File: config.mk
export PLATFORM = sky130hd
export DESIGN_NAME = rf_port_arbiter
export DESIGN_NICKNAME = d
export VERILOG_FILES = /design/src/rtl/rf_port_arbiter.sv
export SDC_FILE = /design/constraint.sdc
export NUM_CORES = 1
export LEC_CHECK = 0
export ABC_AREA = 1
export CAP_MARGIN = 15
export CORE_UTILIZATION = 23
export DETAILED_ROUTE_END_ITERATION = 8
export PLACE_DENSITY = 0.83
export RECOVER_POWER = 100
export SLEW_MARGIN = 0
export SYNTH_ARGS = -nofsm -noshare
export SYNTH_HDL_FRONTEND = slang
export SYNTH_SLANG_ARGS = --single-unit
export TNS_END_PERCENT = 30
File: constraint.sdc
create_clock -name clk -period 1 [get_ports clk]
set_input_delay 0.2 -clock clk [delete_from_list [all_inputs] [get_ports clk]]
set_output_delay 0.2 -clock clk [all_outputs]
set_load 0.01 [all_outputs]
File: src/rtl/rf_port_arbiter.sv
// rf_port_arbiter: round-robin arbiter sharing one 2-read/1-write register file port between two clients.
// Revision: 1.0
`default_nettype none

module rf_port_arbiter #(
  parameter int DATA_WIDTH    = 8,
  parameter int REG_FILE_SIZE = 16,
  parameter int ADDR_WIDTH    = $clog2(REG_FILE_SIZE)
) (
  input  logic                  clk,
  input  logic                  reset,

  input  logic                  req0_valid,
  output logic                  req0_ready,
  input  logic                  req0_wen,
  input  logic [ADDR_WIDTH-1:0] req0_addr_write,
  input  logic [DATA_WIDTH-1:0] req0_data,
  input  logic [ADDR_WIDTH-1:0] req0_addr_a,
  input  logic [ADDR_WIDTH-1:0] req0_addr_b,

  input  logic                  req1_valid,
  output logic                  req1_ready,
  input  logic                  req1_wen,
  input  logic [ADDR_WIDTH-1:0] req1_addr_write,
  input  logic [DATA_WIDTH-1:0] req1_data,
  input  logic [ADDR_WIDTH-1:0] req1_addr_a,
  input  logic [ADDR_WIDTH-1:0] req1_addr_b,

  output logic                  rsp0_valid,
  output logic                  rsp1_valid,
  output logic [DATA_WIDTH-1:0] rsp_operand_a,
  output logic [DATA_WIDTH-1:0] rsp_operand_b,

  output logic                  rf_wen,
  output logic [ADDR_WIDTH-1:0] rf_addr_write,
  output logic [DATA_WIDTH-1:0] rf_data_in,
  output logic [ADDR_WIDTH-1:0] rf_addr_a,
  output logic [ADDR_WIDTH-1:0] rf_addr_b,
  input  logic [DATA_WIDTH-1:0] rf_operand_a,
  input  logic [DATA_WIDTH-1:0] rf_operand_b
);

  logic r_rr_ptr;
  logic r_rsp0_valid;
  logic r_rsp1_valid;
  logic w_grant0;
  logic w_grant1;

  // Grants are masked during reset so no transfer can be accepted there.
  assign w_grant0 = ~reset & req0_valid & (~req1_valid | ~r_rr_ptr);
  assign w_grant1 = ~reset & req1_valid & (~req0_valid |  r_rr_ptr);

  assign req0_ready = w_grant0;
  assign req1_ready = w_grant1;

  always_comb begin
    rf_wen        = 1'b0;
    rf_addr_write = '0;
    rf_data_in    = '0;
    rf_addr_a     = '0;
    rf_addr_b     = '0;
    if (w_grant0) begin
      rf_wen        = req0_wen;
      rf_addr_write = req0_addr_write;
      rf_data_in    = req0_data;
      rf_addr_a     = req0_addr_a;
      rf_addr_b     = req0_addr_b;
    end else if (w_grant1) begin
      rf_wen        = req1_wen;
      rf_addr_write = req1_addr_write;
      rf_data_in    = req1_data;
      rf_addr_a     = req1_addr_a;
      rf_addr_b     = req1_addr_b;
    end
  end

  always_ff @(posedge clk) begin
    if (reset) begin
      r_rr_ptr     <= 1'b0;
      r_rsp0_valid <= 1'b0;
      r_rsp1_valid <= 1'b0;
    end else begin
      r_rsp0_valid <= w_grant0;
      r_rsp1_valid <= w_grant1;
      if (w_grant0) begin
        r_rr_ptr <= 1'b1;
      end else if (w_grant1) begin
        r_rr_ptr <= 1'b0;
      end
    end
  end

  // A response registered just before reset rises is dropped rather than delivered.
  assign rsp0_valid    = r_rsp0_valid & ~reset;
  assign rsp1_valid    = r_rsp1_valid & ~reset;
  assign rsp_operand_a = rf_operand_a;
  assign rsp_operand_b = rf_operand_b;

endmodule

`default_nettype wire

==> run metrics, run 1 <==
Synth Area per Inst=6.38 sq um; area of the mapped netlist=696 sq um; RSZ-0062 raised after global routing=true; CTS tree=done; Unique masters post-synth=15; Comb power frac=64.9%; buffers plus inverters on the worst setup path=4; Pre-Repair DR Iteration Count=6; Sinks on Clock Net=3; grt ovf=0; Hold Fails Final Rpt=0; Core Region=0.00281 sq mm; cell count after synthesis=109; final core utilization=53.9%; Num CTS Buffers=3; status=finished, violations left; CP endpoint kind=primary output; Rows=19; critical path fanouts, max=7; Via Count=1001; violated checks=design-rule violations, negative setup slack; clock latency at the later pin of the worst-skew pair=0.23 ns; Detailed Route WL=2730 microns; Flop pwr share=13.6%; r2r setup slk=0.11 ns; die width=57.0 microns; die area=0.00325 sq mm; Max Clock Skew=0.000312 ns; Port Buffers=70; Initial DRC Count=48; IO Pins=103; worst endpoint required time=0.80 ns; overall routing resource usage=17.2%; pins over their slew limit=0; maximum clock path buffer count=2; nets=245; crit path max-delay cell type=dfxtp_2; DRC=14; Worst slew margin=87.4%; first-pass GRT wire length=4440 microns; VDD IR-drop max=0.000440 V; # hold bufs at CTS=0; hpwl dp=1820 microns; antenna violations before repair=0; vias in the first global route=994; Crit Path Class=flip-flop to primary output; sw frac=32.6%; layout cells sized above 1=44.5%; routed length per instance=12.8 microns; initial core utilization=24.8%; Syn. warnings=0; crit-path leading delay family=buffers and inverters; setup TNS=-7.02 ns; Max-Cap Viols=0; critical path's largest stage delay=0.32 ns; ant diodes=0; DRT antenna net count=0; htree depth=1; clock period minus final worst setup slack=1.39 ns; clock transition at the registers of the reported paths=0.03 ns; Tcrit/Tclk final=139%; FMAX=718 MHz; Cell Chain, Critical Path=inv_2 -> nand2_4 -> buf_16 -> buf_6 -> nand3_2 -> nand2_1 -> buf_2; largest net degree at the start of global routing=12; CP Launch Type=flip-flop; final setup fails=23; Worst EP arrival=1.19 ns; net count after synthesis=171; CTS root buf=clkbuf_4; part of the power in the clock network=21.4%; chip height=57.0 microns; P_int=0.659 mW; Yosys reg bits=3; vias per cell=4.70; worst slew pin tran=0.190 ns; Psw=0.319 mW; area delta synth->final=117%; ratio of total power to cell area=646 mW/mm^2; Lkg Pwr=0.749 nW; Placer Congestion=0.692; HP Class=primary input to primary output; Seq/Total Area, Yosys=8.63%; worst setup margin=-0.392 ns
[registers in the layout, indices dropped and copies added, names as in the netlist]
| signal | count |
|---|---|
| r_rr_ptr | 1 |
| r_rsp0_valid | 1 |
| r_rsp1_valid | 1 |
[kinds of logic after synthesis]
group	after synthesis	synth area share, %
compound gates	1	0.719
simple gates	73	60.1
flops	3	8.63
buf+inv	32	30.6
[Yosys cell counts, drive strengths merged]
master,count,area [sq um]
nand3,21,155
dfxtp,3,60.1
and2,2,12.5
inv,6,22.5
a21oi,1,5.00
nand4,21,131
buf,26,190
nor2,5,26.3
nand2,24,92.6
[per-layer routing]
metal,GRT usage [%],vias to the layer above,wire length (microns)
li1,-,512,-
met1,21.1,432,1130
met2,30.3,53,1300
met3,3.40,4,286
met4,5.57,0,24
met5,0,-,0
[power groups by stage]
stage	combinational, mW	clock (mW)	sequential (mW)
6_report	0.635	0.210	0.133
3_5_place_dp	0.582	0	0.132
5_1_grt	0.684	0.239	0.133
2_1_floorplan	0.267	0	0.132
4_1_cts	0.621	0.222	0.132
3_3_place_gp	0.578	0	0.133
[metrics by stage]
step / cells / cell area [sq um] / setup WS [ns] / power [mW] / hold slack [ns]
finish: 213 / 1510 / -0.392 / 0.977 / 0.400
global route: 213 / 1510 / -0.468 / 1.06 / 0.400
CTS: 213 / 1470 / -0.406 / 0.976 / 0.400
detailed placement: 198 / 1390 / -0.917 / 0.714 / 0.400
global placement: 198 / 1390 / -0.892 / 0.710 / 0.400
floorplan: 109 / 696 / 0.0147 / 0.399 / 0.351
[timing repair]
action | 4_1_cts | 5_1_grt
setup endpoints to repair | 27 | 25
resized for setup | 130 | 11
setup buffers | 6 | 0
cloned | 5 | 0
pin swaps | 11 | 14
[cell usage in the layout (no fill, tap or decap), drive strengths merged]
cell           count
a21oi              1
and2               2
buf               51
bufbuf             1
clkbuf             4
clkdlybuf4s50     42
dfxtp              3
dlygate4sd2        1
inv                6
nand2             24
nand3             21
nand4             21
nor2               5
[worst paths after layout]
kind | cells after the start | startpoint | endpoint
hold reg to reg | 3 | r_rr_ptr | r_rr_ptr
setup reg to reg | 4 | r_rr_ptr | r_rsp1_valid
setup / recovery | 7 | r_rr_ptr | rf_addr_b[1]
hold / removal | 0 | rf_operand_b[0] | rsp_operand_b[0]
[final cells by class]
type	instances	area (sq um)
Fill cell	291	1290
Timing Repair Buffer	95	891
Multi-Input combinational cell	74	470
Sequential cell	3	61.3
Tap cell	31	38.8
Clock buffer	4	26.3
Inverter	6	25.0
No activity file was read; power rests on OpenSTA's default activity.
==> run 2: changes to the inputs <==
CORE_ASPECT_RATIO = 0.75   (was default)
clock period = 1.59 ns   (was 1 ns; I/O delays follow)
==> run metrics, run 2 (synthesized netlist as in run 1, its figures left out) <==
status=finished, final reports clean; Port Buffers=70; total design power=0.681 mW; Comb power frac=55.3%; Worst slew margin=86.4%; Initial DRC Count=38; # hold bufs at CTS=0; chip height=49.6 microns; Num CTS Buffers=3; Via Count=993; vias per cell=4.73; CTS tree=done; Max-Cap Viols=0; Flop pwr share=12.1%; die width=65.5 microns; Max Clock Skew=0.00172 ns; most common cell after layout, fill and taps aside=clkdlybuf4s50_1; Crit Path Class=flip-flop to primary output; Worst Hold Slack=0.538 ns; final setup fails=0; most frequent cells in the layout=clkdlybuf4s50_1 (42), nand2_1 (23), nand4_1 (21); routed length per instance=13.3 microns; CP Launch Type=flip-flop; hold depth=2; HP Class=flip-flop to flip-flop; Core Region=0.00274 sq mm; FMAX=648 MHz; Cell Chain, Critical Path=inv_1 -> nand2_4 -> buf_12 -> buf_4 -> nand3_2 -> nand2_1 -> buf_2; area delta synth->final=112%; P_int=0.476 mW; critical path's largest stage delay=0.30 ns; worst setup margin=0.0465 ns; die area=0.00325 sq mm; Pre-Repair DR Iteration Count=4; IO Pins=103; clock period minus final worst setup slack=1.54 ns; clock transition at the registers of the reported paths=0.03 ns; DP Worst Slack=-0.570 ns; part of the power in the clock network=32.6%; sw frac=30.1%; R2R cell count=4; maximum clock path buffer count=2; final core utilization=53.7%; Worst EP arrival=1.23 ns; largest net degree at the start of global routing=23; antenna violations before repair=0; Regs by FF count=r_rr_ptr (1), r_rsp0_valid (1), r_rsp1_valid (1); worst slew pin tran=0.204 ns; Rows=16; initial core utilization=25.4%; ratio of total power to cell area=462 mW/mm^2; Register Area=60.1 sq um; VDD IR-drop max=0.000544 V; worst endpoint required time=1.27 ns; Tcrit/Tclk final=97.1%; nets=237; hpwl dp=1990 microns; Multi-input gate area=428 sq um; layout cells sized above 1=33.9%; crit path max-delay cell type=dfxtp_1; clock latency at the later pin of the worst-skew pair=0.22 ns; DRC=0; ant diodes=0; CTS root buf=clkbuf_8; Lkg Pwr=0.704 nW; Psw=0.205 mW; Hold Fails Final Rpt=0; htree depth=1; Sinks on Clock Net=3; pins over their slew limit=0; DRT antenna net count=0; CP endpoint kind=primary output; Detailed Route WL=2800 microns; first-pass GRT wire length=4330 microns; Placer Congestion=0.686; grt ovf=0; critical path fanouts, max=6; fill count=270; RSZ-0062 raised after global routing=true; vias in the first global route=936; overall routing resource usage=17.4%
run 2: cell count changes in the layout (fill, tap and decap cells not counted), moves of 2 or more:
cell	change
clkdlybuf4s15_2	+7
buf_6	-7
clkbuf_2	+2
buf_12	+3
nand3_2	-7
buf_2	-8
nand2_2	-2
clkbuf_8	+3
nand2_1	+2
nand3_1	+7
clkbuf_4	-3
buf_4	-6
run 2: power groups by stage:
stage	Clock, mW	Sequential (mW)	Combinational (mW)
after floorplan	0	0.0830	0.168
after global placement	0	0.0834	0.365
after detailed placement	0	0.0836	0.367
after CTS	0.226	0.0828	0.361
after global routing	0.234	0.0831	0.406
final	0.222	0.0827	0.376
run 2: layer usage:
layer,vias to the layer above,part of all wire (%),track usage [%]
met1,450,43,20.7
li1,492,-,-
met2,44,48,28.9
met5,-,0,0
met4,0,1.3,6.16
met3,7,7.4,5.79
run 2: worst max-delay path, delay by kind of cell, from the launching register on:
kind          cells  cell delay [ns]
buf+inv           4             0.51
simple gates      3             0.19
flops             1             0.30
run 2: layout make-up:
class | instances | share of cell area [%]
Tap cell | 36 | 3.06
Multi-Input combinational cell | 74 | 29.1
Timing Repair Buffer | 87 | 59.2
Inverter | 6 | 1.53
Clock buffer | 4 | 3.06
Sequential cell | 3 | 4.08
run 2: worst paths after layout:
kind | start | to | slack (ns)
max | r_rr_ptr | rf_addr_write[3] | 0.05
min | r_rr_ptr | r_rr_ptr | 0.54
max reg2reg | r_rr_ptr | r_rsp1_valid | 0.66
min reg2reg | r_rr_ptr | r_rr_ptr | 0.54
run 2: timing repair:
| item | in CTS | in global routing |
|---|---|---|
| setup endpoints to repair | 25 | 19 |
| resized for setup | 92 | 10 |
| pin swaps | 1 | 2 |
| setup buffers | 3 | 1 |
| cloned | 1 | 2 |
run 2: per-stage QoR:
stage	cells	area [sq um]	setup TNS, ns
global route	210	1470	-0.0359
CTS	207	1440	0
global placement	199	1390	-12.38
finish	210	1470	0
detailed placement	199	1390	-12.94
floorplan	109	696	0
==> run 3: changes to the inputs <==
CAP_MARGIN = default   (was 15)
HOLD_SLACK_MARGIN = 0.08   (was default)
==> results of run 3 <==
No change in the layout: final DEF, timing and power equal those of run 2.
